$ cat src/rtl/i2s_tx_serializer.sv
// i2s_tx_serializer: I2S master transmitter. Buffers one stereo pair behind a
// valid/ready handshake. Derives BCLK/LRCLK from clk and shifts each pair out
// MSB-first in standard I2S framing, with the MSB one BCLK after the LRCLK edge.
module i2s_tx_serializer #(
    parameter int DATA_W   = 24,
    parameter int SLOT_W   = 32,
    parameter int BCLK_DIV = 4
) (
    input  logic              clk,
    input  logic              reset,
    input  logic              enable,
    input  logic              sample_valid,
    input  logic [DATA_W-1:0] sample_left,
    input  logic [DATA_W-1:0] sample_right,
    output logic              sample_ready,
    output logic              bclk,
    output logic              lrclk,
    output logic              sdout,
    output logic              frame_start,
    output logic              underrun
);

    localparam int FRAME_W = 2 * SLOT_W;
    localparam int BIT_W   = $clog2(FRAME_W);
    localparam int DIV_W   = $clog2(BCLK_DIV);

    localparam logic [DIV_W-1:0] DIV_LAST  = DIV_W'(BCLK_DIV - 1);
    localparam logic [BIT_W-1:0] IDX_LAST  = BIT_W'(FRAME_W - 1);
    localparam logic [BIT_W-1:0] IDX_RIGHT = BIT_W'(SLOT_W);
    localparam logic [BIT_W-1:0] L_FIRST   = BIT_W'(1);
    localparam logic [BIT_W-1:0] L_LAST    = BIT_W'(DATA_W);
    localparam logic [BIT_W-1:0] R_FIRST   = BIT_W'(SLOT_W + 1);
    localparam logic [BIT_W-1:0] R_LAST    = BIT_W'(SLOT_W + DATA_W);

    // Holding register (one stereo pair waiting for the next frame)
    logic              hold_full_q,  hold_full_d;
    logic [DATA_W-1:0] hold_left_q,  hold_left_d;
    logic [DATA_W-1:0] hold_right_q, hold_right_d;

    // Serial clock generation and frame position
    logic [DIV_W-1:0]  div_cnt_q, div_cnt_d;
    logic [BIT_W-1:0]  bit_idx_q, bit_idx_d;
    logic              bclk_q,  bclk_d;
    logic              lrclk_q, lrclk_d;
    logic              sdout_q, sdout_d;
    logic              frame_start_q, frame_start_d;
    logic              underrun_q,    underrun_d;

    // Frame registers double as shift registers: the MSB is always the next bit out
    logic [DATA_W-1:0] frame_left_q,  frame_left_d;
    logic [DATA_W-1:0] frame_right_q, frame_right_d;

    logic accept;

    // Next-state logic: handshake, BCLK divider, shift events and frame loads
    always_comb begin
        // NOTE: every signal gets a default before any branch so no path can infer a latch.
        hold_full_d   = hold_full_q;
        hold_left_d   = hold_left_q;
        hold_right_d  = hold_right_q;
        div_cnt_d     = div_cnt_q;
        bit_idx_d     = bit_idx_q;
        bclk_d        = bclk_q;
        lrclk_d       = lrclk_q;
        sdout_d       = sdout_q;
        frame_left_d  = frame_left_q;
        frame_right_d = frame_right_q;
        frame_start_d = 1'b0;
        underrun_d    = 1'b0;

        // Acceptance ignores enable; a pair taken in the same clk as a frame
        // load only fills the hold register and waits for the following frame.
        accept = sample_valid && !hold_full_q;
        if (accept) begin
            hold_full_d  = 1'b1;
            hold_left_d  = sample_left;
            hold_right_d = sample_right;
        end

        if (!enable) begin
            div_cnt_d     = '0;
            bit_idx_d     = IDX_LAST;
            bclk_d        = 1'b0;
            lrclk_d       = 1'b0;
            sdout_d       = 1'b0;
            frame_left_d  = '0;
            frame_right_d = '0;
        end else if (div_cnt_q == DIV_LAST) begin
            div_cnt_d = '0;
            bclk_d    = !bclk_q;
            // A falling BCLK is a shift event: advance the bit position and
            // update lrclk/sdout together.
            if (bclk_q) begin
                bit_idx_d = (bit_idx_q == IDX_LAST) ? '0 : bit_idx_q + BIT_W'(1);
                lrclk_d   = (bit_idx_d >= IDX_RIGHT);
                sdout_d   = 1'b0;
                if (bit_idx_d == '0) begin
                    frame_start_d = 1'b1;
                    if (hold_full_q) begin
                        frame_left_d  = hold_left_q;
                        frame_right_d = hold_right_q;
                        hold_full_d   = 1'b0;
                    end else begin
                        frame_left_d  = '0;
                        frame_right_d = '0;
                        underrun_d    = 1'b1;
                    end
                end else if (bit_idx_d >= L_FIRST && bit_idx_d <= L_LAST) begin
                    sdout_d      = frame_left_q[DATA_W-1];
                    frame_left_d = frame_left_q << 1;
                end else if (bit_idx_d >= R_FIRST && bit_idx_d <= R_LAST) begin
                    sdout_d       = frame_right_q[DATA_W-1];
                    frame_right_d = frame_right_q << 1;
                end
            end
        end else begin
            div_cnt_d = div_cnt_q + DIV_W'(1);
        end
    end

    // State register: reset clears everything, including the held pair
    always_ff @(posedge clk or posedge reset) begin
        if (reset) begin
            hold_full_q   <= 1'b0;
            hold_left_q   <= '0;
            hold_right_q  <= '0;
            div_cnt_q     <= '0;
            bit_idx_q     <= IDX_LAST;
            bclk_q        <= 1'b0;
            lrclk_q       <= 1'b0;
            sdout_q       <= 1'b0;
            frame_left_q  <= '0;
            frame_right_q <= '0;
            frame_start_q <= 1'b0;
            underrun_q    <= 1'b0;
        end else begin
            // NOTE: non-blocking assignments so every flop samples pre-edge values.
            hold_full_q   <= hold_full_d;
            hold_left_q   <= hold_left_d;
            hold_right_q  <= hold_right_d;
            div_cnt_q     <= div_cnt_d;
            bit_idx_q     <= bit_idx_d;
            bclk_q        <= bclk_d;
            lrclk_q       <= lrclk_d;
            sdout_q       <= sdout_d;
            frame_left_q  <= frame_left_d;
            frame_right_q <= frame_right_d;
            frame_start_q <= frame_start_d;
            underrun_q    <= underrun_d;
        end
    end

    assign sample_ready = !hold_full_q;
    assign bclk         = bclk_q;
    assign lrclk        = lrclk_q;
    assign sdout        = sdout_q;
    assign frame_start  = frame_start_q;
    assign underrun     = underrun_q;

endmodule

$ cat config.mk
export PLATFORM = sky130hd
export DESIGN_NAME = i2s_tx_serializer
export DESIGN_NICKNAME = d
export VERILOG_FILES = /design/src/rtl/i2s_tx_serializer.sv
export SDC_FILE = /design/constraint.sdc
export NUM_CORES = 1
export LEC_CHECK = 0
export ABC_AREA = 1
export BUFFER_PORTS_ARGS = -buffer_cell sky130_fd_sc_hd__buf_2
export CORE_MARGIN = 10
export CORE_UTILIZATION = 53
export DETAILED_ROUTE_END_ITERATION = 16
export PLACE_DENSITY = 0.73
export SYNTH_ARGS = -nofsm -noshare
export SYNTH_HDL_FRONTEND = slang
export SYNTH_SLANG_ARGS = --single-unit
$ cat constraint.sdc
create_clock -name clk -period 5.3 [get_ports clk]
set_clock_uncertainty 0.1 [all_clocks]
set_input_delay 0.53 -clock clk [delete_from_list [all_inputs] [get_ports clk]]
set_output_delay 0.53 -clock clk [all_outputs]
set_load 0.01 [all_outputs]
# After elaboration in Yosys (flattened, before gate mapping)
# Index checks and enable logic that the tools add are counted.
# W data, S select, Z words.
# word_totals
regBits	110
in_bits	52
out_inout_bits	6
elab_cells	80
# op_classes
n_addsub	2
order_cmp	5
n_eq_ne	7
mux	45
n_reduce_logical	9
# ops
operator	count
$mux W24	13
$mux W1	26
$mux W6	4
$ge A6 B6 Y1 const B	2
$add A6 B1 Y6 const B	1
$eq A6 B6 Y1 const B	1
$ge A6 B1 Y1 const B	1
$le A6 B5 Y1 const B	1
$le A6 B6 Y1 const B	1
$logic_not A6 Y1	1
$ne A3 B1 Y1 const B	2
$mux W2	2
$ne A2 B1 Y1 const B	2
$reduce_and A4 Y1	1
$logic_and A1 B1 Y1	3
$ne A3 B3 Y1 const B	1
$reduce_and A3 Y1	1
$add A2 B1 Y2 const B	1
$eq A2 B2 Y1 const B	1
$logic_not A1 Y1	2
$reduce_and A2 Y1	1

# Longest topological paths before layout
# depth
word_depth	10
mapped_depth	14
depth_no_buf	13

# Least setup slack after synthesis
# OpenSTA, ideal clock, no wires.
# synth_path
path_type	register to register
from	register bit_idx_q[0]
to	register frame_right_q[10]
setup_ns	0.117
t_arrival_ns	1.792
required_ns	5.083
path_slack_ns	3.291
path_stages_with_launch	13
path_buffers	2
synth_period_minus_slack_ns	2.009
path_cell_list	dfstp_2 ha_1 nand4_1 nand2_1 nand2_2 nor2_8 nand2_2 buf_4 buf_6 nand3_1 nand2_1 nand3_1 nand2_1
# synth_via
elab_chain_len	7
word_cells_on_any_way	17
cone_classes	1 x add/sub; 4 x order compare; 3 x eq/ne; 5 x mux; 4 x reduce/logical
# synth_rtl
item	line_no	rtl
start, declared	42	logic [BIT_W-1:0] bit_idx_q, bit_idx_d;
start signal, assigned	142	bit_idx_q <= bit_idx_d;
$add A6 B1 Y6 / $eq A6 B6 Y1 (equally long branches)	94	bit_idx_d = (bit_idx_q == IDX_LAST) ? '0 : bit_idx_q + BIT_W'(1);
$mux W6 *	94	
parallel branches: the longest is 5 deep, another holds $ge A6 B6 Y1	n/a	
end signal, assigned	147	frame_right_q <= frame_right_d;
end, declared	51	logic [DATA_W-1:0] frame_right_q, frame_right_d;
# Every way passes the cells marked *. The select of a mux whose other input is x is not followed.
# A chain may end at the register's enable or synchronous reset.

# Worst setup path in the final report
# layout_path
from	register bit_idx_q[0]
to	register frame_left_q[18]
# layout_via
elab_chain_len	7
word_cells_on_any_way	13
cone_classes	1 x add/sub; 2 x order compare; 2 x eq/ne; 5 x mux; 3 x reduce/logical
# layout_rtl
item	line_no	rtl
$add A6 B1 Y6 / $eq A6 B6 Y1 (equally long branches)	94	
$mux W6 *	94	
parallel branches: the longest is 5 deep, another holds $ge A6 B1 Y1	n/a	
end signal, assigned	146	frame_left_q <= frame_left_d;
end, declared	50	logic [DATA_W-1:0] frame_left_q, frame_left_d;
# Marks and branches as above.

==> reports/metrics.csv <==
stage,metric,value,unit
yosys,postSynthAreaPerCell,8.64,um^2
clock_network,cts.sinks,110,
worst_setup_path,path_delay_family,simple AND/OR/NAND/NOR gates,
hold_path,hold_path_class,input pin to asynchronous set/reset pin,
sta,slew_headroom,0.349,
yosys,yosysSeqAreaShare,0.538,
yosys,synth_cells,594,
sta,max_freq,268,MHz
worst_setup_path,r2r_end,frame_left_q[18],
floorplanning,die_w,118,um
yosys,ys_ff_latch,110,
clock_network,numCtsBuffers,9,
sta,setup_violations,0,
worst_setup_path,cpMaxStageDelayCell,nand2_2,
clock_network,cts_tree,yes,
floorplanning,die_area,14000,um^2
sta,setup_tns,0,ps
worst_setup_path,ff2ff_setup_slack,1570,ps
floorplanning,num_rows,35,
clock_network,cts_resized,0,
run,cap_viol_max_count,0,
sta,hold_viol,0,
yosys,syn_area,5130,um^2
global_route,track_usage,0.158,
worst_setup_path,path_class,register to register,
global_route,grt_pass1_wl,19200,um
yosys,synth_top_cells_by_count,"165 x nand2_1, 104 x dfrtp_1, 77 x nand3_1",
global_route,globalRouteOverflowTotal,0,
drt,post_drt_wl_per_cell,14.6,um
sta,rsz0062_at_grt,false,
yosys,synth_edf_count,0,
global_route,antenna_found_initial,0,
worst_setup_path,cp_common_cell,nand2_1,
yosys,synth_area_leader_cell,dfrtp_1,
yosys,synth_nets,649,
cells_and_area,n_antenna_cell,0,
floorplanning,boundaryPins,58,
worst_setup_path,cp-end-kind,register,
drt,firstDrtPassIters,5,
power_and_ir_drop,power_density,417,nW/um^2
place,dp_hpwl,7090,um
drt,vias,4122,
sta,tightest_slew,976,ps
power_and_ir_drop,peakVddDrop,204,uV
sta,period_share,0.704,
sta,finalWorstSetupSlack,1570,ps
yosys,synth-async-reset-ratio,1.00,
clock_network,path_clk_slew,100,ps
drt,routed_wl,11100,um
clock_network,cts.htree.levels,3,
place,place.gp.congestion,0.866,
cells_and_area,area_growth,9.53,%
drt,viasPerCell,5.41,
sta,drv_slew,0,
worst_setup_path,crit-reg2reg-launch,bit_idx_q[0],
worst_setup_path,slowest_delay,720,ps
worst_setup_path,worstPathCellList,"ha_1, nand4_1, nand2_1, nand2_1, nand2_2, nand2_2, nand3_1, nand2_2, inv_2, nand2_1, nand2_1",
place,numPortBuffers,57,
global_route,grt_pass1_vias,4007,
worst_setup_path,crit_fanout,50,
worst_setup_path,r2r_cells,11,
worst_setup_path,required,5510,ps
yosys,yosys_warnings,0,
clock_network,postCtsHoldBufs,0,
floorplanning,core-area,9330,um^2
global_route,grt_max_degree,65,
yosys,synth.most_common_cell,nand2_1,
worst_setup_path,path_buf_inv,1,
floorplanning,start_util,0.550,
yosys,yosys-top-cells-area,"dfrtp_1 51%, nand2_1 12%, nand3_1 7.5%, mux2_2 5.5%, nand4_1 3.4%",
clock_network,cts_setup_buffers,0,
clock_network,clk_latency,360,ps
sta,period_minus_slack,3730,ps
clock_network,clockRootBuffer,clkbuf_8,
yosys,ys.flop_type,dfrtp_1,
floorplanning,die_h,118,um
drt,drtIter0Drc,363,
cells_and_area,drive_gt1_frac,0.188,
drt,ant_nets,0,
worst_setup_path,arrival,3940,ps
drt,drcViolationCount,0,
cells_and_area,fill_cells,847,
status,outcome,completed,
clock_network,cts.path.max_buffers,2,
yosys,synth.top_cell.area_share,0.507,
yosys,synth_cell_type_count,28,
worst_setup_path,start_kind,register,
cells_and_area,fin_nets,683,
power_and_ir_drop,power_leakage,2.99,nW
place,pre_cts_slack,1650,ps
==> routing by layer <==
metal / GRT usage / wire [um]
met1: 0.216 / 5160
met2: 0.251 / 5290
met3: 0.0324 / 582
met4: 0.0427 / 115
met5: 0 / 0
==> state kept, by name, summed over array words and instances (netlist names), 2 cells and up <==
register	flops
div_cnt_q	2
bit_idx_q	6
frame_left_q	24
hold_right_q	24
frame_right_q	24
hold_left_q	24
==> how the worst max path moves through the flow <==
stage               slack [ps]          endpoint  cells after the start          from
floorplan                 1780              bclk                      1         reset
detailed placement        1650  frame_left_q[20]                     11  bit_idx_q[0]
global route              1280  frame_left_q[18]                     11  bit_idx_q[0]
global placement          1780  frame_left_q[13]                      9        enable
finish                    1570  frame_left_q[18]                     11  bit_idx_q[0]
CTS                       1610  frame_left_q[20]                     11  bit_idx_q[0]
==> report_power, final <==
group | internal, mW | switching [mW] | leakage (nW) | total [mW]
clock | 0.232 | 0.278 | 0.0955 | 0.510
combinational | 0.243 | 0.314 | 1.55 | 0.557
sequential | 1.13 | 0.147 | 1.34 | 1.28
total | 1.60 | 0.739 | 2.99 | 2.34
==> layout by cell type (no fill, tap or decap), drive strengths merged <==
cell and instances:
o22ai 1, nand3 78, nor3 1, inv 41, o21ai 26, dfrtp 104
dfstp 6, clkinv 3, nor2 42, ha 3, bufinv 1, clkbuf 11
a21oi 27, nand4 28, mux2 25, buf 60, nand2 171, clkinvlp 2
a22oi 3
==> layout make-up <==
type,instances,area [um^2],area share
clock inverter,5,58.8,0.0105
timing repair buffer,60,308,0.0547
clock buffer,11,141,0.0251
inverter,42,160,0.0285
sequential,110,2760,0.491
tap,129,161,0.0287
multi-input combinational,405,2030,0.362
==> cells by family after synthesis <==
| group | share of synthesized area |
|---|---|
| simple gates | 0.275 |
| flops | 0.538 |
| buf+inv | 0.0668 |
| compound gates | 0.0580 |
| mux | 0.0548 |
| fa+ha+maj | 0.00731 |
==> stage by stage <==
| stage | instances | power (mW) | util | hold WS [ps] | area (um^2) |
|---|---|---|---|---|---|
| 5_1_grt | 762 | 2.51 | 0.603 | 270 | 5620 |
| 4_1_cts | 762 | 2.36 | 0.603 | 244 | 5620 |
| 3_3_place_gp | 746 | 1.81 | 0.581 | 319 | 5420 |
| 6_report | 762 | 2.34 | 0.603 | 205 | 5620 |
| 3_5_place_dp | 746 | 1.85 | 0.581 | 327 | 5420 |
| 2_1_floorplan | 594 | 1.69 | - | 310 | 5130 |
==> worst reg2reg max path, delay by kind of cell, from the launching register on <==
family        cells  cell delay (ps)
simple gates      9             2300
flops             1              570
buf+inv           1              480
fa+ha+maj         1              220
Note: power is estimated with default switching activity, not from simulation.
